[src/rtl/io_map_pkg.sv]
// Shared definitions for the memory/IO bridge: I/O register offsets (address[3:2]),
// UART status bit positions and the UART transmitter state encoding.
package io_map_pkg;

  // I/O register select, taken from address[3:2]
  localparam logic [1:0] IO_LEDS        = 2'd0;
  localparam logic [1:0] IO_UART_DATA   = 2'd1;
  localparam logic [1:0] IO_UART_STATUS = 2'd2;
  localparam logic [1:0] IO_RESERVED    = 2'd3;

  // UART status register bit positions
  localparam int unsigned STATUS_BUSY    = 0;
  localparam int unsigned STATUS_OVERRUN = 1;

  typedef enum logic [1:0] {
    StIdle  = 2'd0,
    StStart = 2'd1,
    StData  = 2'd2,
    StStop  = 2'd3
  } uart_state_e;

endpackage

[src/rtl/uart_tx.sv]
// 8N1 UART transmitter, LSB first. A start pulse while idle latches the byte and
// begins the frame on that same edge; start is ignored while busy.
// Every bit (start, 8 data, stop) is held for exactly BAUD_DIV clock cycles.
// Ports:
//   CLK    - clock, rising edge
//   RESET  - asynchronous active-low reset; aborts any frame, TXD returns high
//   start  - launch request, honoured only when idle
//   data   - byte to transmit
//   busy   - high from the accepting edge until the stop bit has completed
//   TXD    - serial line, idles high
module uart_tx
  import io_map_pkg::*;
#(
  parameter int unsigned BAUD_DIV = 104
) (
  input  logic       CLK,
  input  logic       RESET,
  input  logic       start,
  input  logic [7:0] data,
  output logic       busy,
  output logic       TXD
);

  localparam int unsigned     CntW     = $clog2(BAUD_DIV);
  localparam logic [CntW-1:0] BaudLoad = CntW'(BAUD_DIV - 1);

  uart_state_e     state_q, state_d;
  logic [CntW-1:0] baud_q, baud_d;
  logic [2:0]      bit_q, bit_d;
  logic [7:0]      shift_q, shift_d;
  logic            baud_tick;

  // State register
  always_ff @(posedge CLK or negedge RESET) begin
    if (!RESET) begin
      state_q <= StIdle;
      baud_q  <= '0;
      bit_q   <= '0;
      shift_q <= '0;
    end else begin
      state_q <= state_d;
      baud_q  <= baud_d;
      bit_q   <= bit_d;
      shift_q <= shift_d;
    end
  end

  assign baud_tick = (baud_q == '0);

  // Next-state logic
  always_comb begin
    state_d = state_q;
    baud_d  = baud_q;
    bit_d   = bit_q;
    shift_d = shift_q;
    unique case (state_q)
      StIdle: begin
        if (start) begin
          state_d = StStart;
          baud_d  = BaudLoad;
          bit_d   = '0;
          shift_d = data;
        end
      end
      StStart: begin
        if (baud_tick) begin
          state_d = StData;
          baud_d  = BaudLoad;
        end else begin
          baud_d = baud_q - 1'b1;
        end
      end
      StData: begin
        if (baud_tick) begin
          baud_d  = BaudLoad;
          shift_d = shift_q >> 1;
          // Counter wraps 7 -> 0 as the last data bit ends
          bit_d   = bit_q + 3'd1;
          if (bit_q == 3'd7) begin
            state_d = StStop;
          end
        end else begin
          baud_d = baud_q - 1'b1;
        end
      end
      StStop: begin
        if (baud_tick) begin
          state_d = StIdle;
        end else begin
          baud_d = baud_q - 1'b1;
        end
      end
      default: state_d = StIdle;
    endcase
  end

  // Outputs decoded from state so reset forces TXD high without waiting for a clock
  always_comb begin
    busy = (state_q != StIdle);
    TXD  = 1'b1;
    case (state_q)
      StStart: TXD = 1'b0;
      StData:  TXD = shift_q[0];
      default: TXD = 1'b1;
    endcase
  end

endmodule

[src/rtl/memory_io_bridge.sv]
// Bus bridge between the core and program memory. address[IO_BIT] splits the space
// into RAM (0) and I/O (1); inside I/O only address[3:2] is decoded:
//   0x0 LEDS (r/w, byte lanes), 0x4 UART data (w), 0x8 UART status (r), 0xC reserved.
// Read data comes back one cycle after the read strobe for both spaces.
// Build option: define MEMORY_IO_UART_EN to include the UART transmitter and its status
// register; without it TXD is tied high and offsets 0x4/0x8 read 0 and ignore writes.
// Ports:
//   CLK, RESET              - clock and asynchronous active-low reset
//   address, writeData      - core bus address and store data
//   writeMask, read         - core byte-lane write enables and read strobe
//   memReadData             - registered read data from program memory
//   memWriteMask            - write mask forwarded to program memory (0 for I/O)
//   readData                - read data returned to the core
//   LEDS                    - LED register
//   TXD                     - UART serial output
module memory_io_bridge
  import io_map_pkg::*;
#(
  parameter int unsigned IO_BIT   = 22,
  parameter int unsigned BAUD_DIV = 104
) (
  input  logic        CLK,
  input  logic        RESET,
  input  logic [31:0] address,
  input  logic [31:0] writeData,
  input  logic [3:0]  writeMask,
  input  logic        read,
  input  logic [31:0] memReadData,
  output logic [3:0]  memWriteMask,
  output logic [31:0] readData,
  output logic [31:0] LEDS,
  output logic        TXD
);

  logic        io_sel;
  logic [1:0]  io_off;
  logic        io_wr;
  logic        led_we;
  logic [31:0] leds_q, leds_d;
  logic [31:0] status_val;
  logic [31:0] io_rd_val;
  logic        io_sel_q, io_sel_d;
  logic [31:0] io_data_q, io_data_d;
  logic        unused_addr;

  assign io_sel       = address[IO_BIT];
  assign io_off       = address[3:2];
  assign io_wr        = io_sel & (|writeMask);
  assign led_we       = io_wr & (io_off == IO_LEDS);
  assign memWriteMask = io_sel ? 4'b0000 : writeMask;
  // Only the select bit and address[3:2] are decoded
  assign unused_addr  = ^address;

`ifdef MEMORY_IO_UART_EN
  logic uart_wr;
  logic uart_busy;
  logic status_rd;
  logic overrun_q, overrun_d;

  assign uart_wr   = io_wr & (io_off == IO_UART_DATA);
  assign status_rd = read & io_sel & (io_off == IO_UART_STATUS);

  uart_tx #(
    .BAUD_DIV(BAUD_DIV)
  ) u_uart_tx (
    .CLK  (CLK),
    .RESET(RESET),
    .start(uart_wr & ~uart_busy),
    .data (writeData[7:0]),
    .busy (uart_busy),
    .TXD  (TXD)
  );

  // Sticky overrun: a write while busy sets it, a status read clears it, set wins
  always_comb begin
    overrun_d = overrun_q;
    if (status_rd) begin
      overrun_d = 1'b0;
    end
    if (uart_wr && uart_busy) begin
      overrun_d = 1'b1;
    end
  end

  always_ff @(posedge CLK or negedge RESET) begin
    if (!RESET) begin
      overrun_q <= 1'b0;
    end else begin
      overrun_q <= overrun_d;
    end
  end

  always_comb begin
    status_val                 = '0;
    status_val[STATUS_BUSY]    = uart_busy;
    status_val[STATUS_OVERRUN] = overrun_q;
  end
`else
  assign TXD        = 1'b1;
  assign status_val = '0;
`endif

  // LED register with per-lane write enables
  always_comb begin
    leds_d = leds_q;
    for (int b = 0; b < 4; b++) begin
      if (led_we && writeMask[b]) begin
        leds_d[8*b +: 8] = writeData[8*b +: 8];
      end
    end
  end

  always_comb begin
    case (io_off)
      IO_LEDS:        io_rd_val = leds_q;
      IO_UART_STATUS: io_rd_val = status_val;
      default:        io_rd_val = '0;
    endcase
  end

  // Read capture holds its value while read is low
  always_comb begin
    io_sel_d  = io_sel_q;
    io_data_d = io_data_q;
    if (read) begin
      io_sel_d  = io_sel;
      io_data_d = io_rd_val;
    end
  end

  always_ff @(posedge CLK or negedge RESET) begin
    if (!RESET) begin
      leds_q    <= '0;
      io_sel_q  <= 1'b0;
      io_data_q <= '0;
    end else begin
      leds_q    <= leds_d;
      io_sel_q  <= io_sel_d;
      io_data_q <= io_data_d;
    end
  end

  assign LEDS     = leds_q;
  assign readData = io_sel_q ? io_data_q : memReadData;

endmodule

[config.mk]
export PLATFORM = sky130hd
export DESIGN_NAME = memory_io_bridge
export DESIGN_NICKNAME = d
export VERILOG_FILES = /design/src/rtl/io_map_pkg.sv /design/src/rtl/uart_tx.sv /design/src/rtl/memory_io_bridge.sv
export SDC_FILE = /design/constraint.sdc
export NUM_CORES = 1
export LEC_CHECK = 0
export CAP_MARGIN = 25
export CELL_PAD_IN_SITES_DETAIL_PLACEMENT = 1
export CELL_PAD_IN_SITES_GLOBAL_PLACEMENT = 2
export CORE_MARGIN = 4
export CORE_UTILIZATION = 23
export CTS_CLUSTER_DIAMETER = 30
export DETAILED_ROUTE_END_ITERATION = 16
export GPL_TIMING_DRIVEN = 0
export PLACE_DENSITY_LB_ADDON = 0.3
export SETUP_SLACK_MARGIN = 0.02
export SYNTH_ARGS = -nofsm -noshare
export SYNTH_HDL_FRONTEND = slang
export SYNTH_HIERARCHICAL = 1
export SYNTH_SLANG_ARGS = --single-unit
export TNS_END_PERCENT = 10
[constraint.sdc]
create_clock -name CLK -period 1.8 [get_ports CLK]
set_input_delay 0.45 -clock CLK [delete_from_list [all_inputs] [get_ports CLK]]
set_output_delay 0.45 -clock CLK [all_outputs]
set_load 0.05 [all_outputs]
# Yosys cells after proc, flatten, opt, wreduce, memory -nomap -nowiden
# Cells that the tools add are included.
# W data, S select, Z words.
# word_totals
out_inout_bits,69
wordCells,17
in_bits,103
ff_bits,65
# op_classes
bitwise_logic,2
reduce_logical,6
n_mux,3
# op_table
cell,count
$mux W32,2
$logic_and A1 B1 Y1,4
$mux W4,1
$reduce_or A4 Y1,1
$and A1 B1 Y1,2
$logic_not A2 Y1,1

# Logic depth before layout (Yosys ltp)
# logic_depth
ltp_word,4
mapped_depth,4
ltp_nobuf,2

# Worst setup path before layout
# OpenSTA, ideal clock, no wires.
# synth_timing
path_type,input to output
from,input writeMask[2]
to,output memWriteMask[2]
path_slack_ps,193
required_time_ps,1350
path_stages,1
arrival_time_ps,1157
n_path_buf,0
path_cell_list,nor2b_1
# synth_between
elab_chain_len,1
# synth_lines
item,line_no,source
"start, declared",memory_io_bridge.sv:26,"input logic [3:0] writeMask,"
$mux W4,memory_io_bridge.sv:50,assign memWriteMask = io_sel ? 4'b0000 : writeMask;
"end, declared",memory_io_bridge.sv:29,"output logic [3:0] memWriteMask,"
# No other way between the ends.

# Worst setup path after layout
# layout_timing
from,register io_sel_q
to,output readData[18]
# layout_between
elab_chain_len,1
# layout_lines
item,line_no,source
"start, declared",memory_io_bridge.sv:42,"logic io_sel_q, io_sel_d;"
"start signal, assigned",memory_io_bridge.sv:138,io_sel_q <= io_sel_d;
$mux W32,memory_io_bridge.sv:144,assign readData = io_sel_q ? io_data_q : memReadData;
"end, declared",memory_io_bridge.sv:30,"output logic [31:0] readData,"
# No other way between the ends.

==> impl_metrics.tcl <==
set metrics [dict create \
    outcome "complete, but fails checks" \
    violations "setup timing" \
    power_mw 5.66 \
    fin_cells 588 \
    syn-cell-area_mm2 0.00315 \
    met2_usage_pct 19.2 \
    slowest_stage "mux2_2" \
    critical_path_class "reg2out" \
    dieHeight_um 125 \
    hold_buffers 0 \
    drtPass1Iterations 3 \
    area_growth_pct 62.3 \
    wl_per_cell_um 15.9 \
    gp_congestion 0.670 \
    cp-end-kind "output pin" \
    path_cells "buf_6, buf_12, mux2_2, buf_6" \
    skew_ns 0.00355 \
    viasPerCell 4.14 \
    place_inst 572 \
    required_ns 1.35 \
    synth_seq_cells 65 \
    grt_use_met3_pct 3.24 \
    setup_viol 32 \
    numCtsBuffers 9 \
    wl_um 9350 \
    clkSlewWorstSetupHoldPaths_ns 0.05 \
    powerDensity_mw_per_mm2 1110 \
    multiInputGateArea_mm2 0.00127 \
    slew_headroom_pct 43.7 \
    critPathMostFrequentCell "buf_6" \
    hold_violations 0 \
    grt_pass1_vias 2722 \
    slew_violations 0 \
    antenna_found_initial 0 \
    grt_busiest_layer "met2" \
    synthCells 256 \
    dieArea_mm2 0.0156 \
    clock-root-buffer "clkbuf_16" \
    rows 42 \
    grt_usage_pct 12.3 \
    leakage_nw 2.33 \
    fin_crit_sh_pct 106 \
    setup_ws_ns -0.113 \
    gr-total-overflow 0 \
    syn-num-nets 359 \
    clockBufferDepth 2 \
    drtIter0Drc 65 \
    grt_pass1_wl_um 15300 \
    cap_violations 0 \
    worst-path-buf-inv 3 \
    path_max_fanout 10 \
    critPathMaxStageDelay_ns 0.35 \
    start_kind "flip-flop" \
    core_area_mm2 0.0133 \
    yosys-top-cells-area "dfrtp_1 52%, mux2_4 15%, mux2_2 12%, o22ai_1 6.4%, inv_1 3.8%" \
    numPortBuffers 140 \
    yosys.area.top_type_share_pct 51.7 \
    seqCellArea_mm2 0.00163 \
    drive_gt1_share_pct 32.3 \
    diodes 0 \
    pin_count 172 \
    drc 0 \
    met1_usage_pct 16.1 \
    yosysUniqueCellTypes 16 \
    start_util_pct 23.6 \
    num-nets-final 512 \
    die_w_um 125 \
    ir_worst_vdd_v 0.000376 \
    clk_latency_ns 0.32 \
    cts_max_level 3 \
    clkSinkCount 65 \
    cp_top_family "buffers and inverters" \
    ant_nets 0 \
    vias 2433 \
    yosys.area.top_type "dfrtp_1" \
    fmax_mhz 523 \
    yosysWarnings 6 \
    ys_seq_area_share_pct 51.7 \
    rsz0062_at_grt "true" \
    hp-class "in2async" \
    avgSynthCellArea_um2 12.3 \
    worstMarginPinSlew_ns 0.845 \
    fillers 1479 \
    cp.arrival_ns 1.46 \
    grt_max_degree 66 \
    finalCriticalPeriod_ns 1.91 \
    cts_tree "done" \
    hpwlAfterDp_um 6930 \
]
## final timing paths
kind                                                 from                   endpoint  slack (ns)  cells past startpoint
worst max-delay path                 io_sel_q$_DFFE_PN0P_               readData[18]       -0.11                      4
worst min-delay path                                RESET        LEDS[4]$_DFFE_PN0P_        0.23                      1
worst min register to register  io_data_q[16]$_DFFE_PN0P_  io_data_q[16]$_DFFE_PN0P_        0.53                      2
max in group asynchronous                           RESET       LEDS[22]$_DFFE_PN0P_        1.01                      1
worst max register to register       io_sel_q$_DFFE_PN0P_       io_sel_q$_DFFE_PN0P_        0.77                      3
min in group CLK                                     read   io_data_q[0]$_DFFE_PN0P_        0.49                      3
## cells in the mapped netlist
master	count
clkbuf_1	3
nand2_1	32
nor2b_1	1
o22ai_1	32
and2b_1	3
conb_1	1
inv_1	32
or2_1	1
mux2_4	32
mux2_2	33
buf_6	7
buf_4	1
dfrtp_1	65
buf_1	2
and4bb_1	4
buf_2	7
## cell usage in the layout, fill, tap and decap left out
| cell | instances |
|---|---|
| clkbuf_4 | 1 |
| nand2_1 | 32 |
| buf_4 | 5 |
| bufinv_16 | 1 |
| and2b_1 | 3 |
| nor2b_1 | 1 |
| buf_1 | 2 |
| buf_12 | 2 |
| clkinv_2 | 3 |
| dfrtp_1 | 65 |
| conb_1 | 1 |
| inv_1 | 32 |
| buf_2 | 6 |
| and4bb_1 | 4 |
| clkbuf_1 | 3 |
| mux2_2 | 30 |
| o22ai_1 | 32 |
| clkbuf_8 | 1 |
| or2_1 | 1 |
| clkdlybuf4s50_1 | 70 |
| buf_6 | 37 |
| clkbuf_16 | 9 |
| mux2_4 | 35 |
| buf_8 | 3 |
| dlygate4sd2_1 | 32 |
| clkdlybuf4s15_1 | 1 |
## routing by layer
metal	vias to the layer above	share of wire, %
met5	-	0
met4	0	2.2
met3	14	5.3
met2	79	48
met1	1170	45
li1	1170	-
## report_power, final
| part | leakage [nW] | internal (mW) | switching (mW) |
|---|---|---|---|
| combinational | 1.36 | 0.847 | 1.27 |
| clock | 0.144 | 1.09 | 0.599 |
| sequential | 0.829 | 1.69 | 0.169 |
| total | 2.33 | 3.62 | 2.04 |
## state kept, by name, indices dropped and copies added (netlist names)
name	flops
LEDS	32
io_data_q	32
io_sel_q	1
## timing repair
| item | in CTS | in global routing |
|---|---|---|
| setup endpoints to repair | 68 | 35 |
| pin swaps | 0 | 0 |
| gates resized for setup | 278 | 21 |
| buffers inserted | 0 | 2 |
## per-stage QoR
stage | worst slack (ns) | instance area (um^2) | hold slack [ns] | util [%] | TNS [ns]
detailed placement | -0.694 | 4770 | 0.526 | 35.7 | -24.43
global placement | -2.01 | 4770 | 0.525 | 35.7 | -153.98
floorplan | 0.193 | 3150 | 0.154 | - | 0
finish | -0.113 | 5110 | 0.232 | 38.3 | -3.11
CTS | -0.186 | 5080 | 0.265 | 38.0 | -4.53
global route | -0.177 | 5110 | 0.297 | 38.3 | -5.04
## layout make-up
| type | instances | share of cell area (%) |
|---|---|---|
| multi-input combinational | 139 | 24.9 |
| buffer | 20 | 3.65 |
| tap | 176 | 4.31 |
| sequential | 65 | 31.8 |
| clock buffer | 10 | 4.68 |
| clock inverter | 4 | 0.881 |
| timing repair buffer | 142 | 27.4 |
| inverter | 32 | 2.35 |
## cell families (layout without fill, tap and decap cells)
group                  Yosys count  count (layout)  share of synthesized area [%]
AO/OA/AOI/OAI                   32              32                           6.36
buffers and inverters           52             208                           8.27
flip-flops                      65              65                           51.7
multiplexers                    65              65                           27.1
other                            1               1                          0.119
AND/OR/NAND/NOR                 41              41                           6.52
Note: power is estimated with default switching activity, not from simulation.
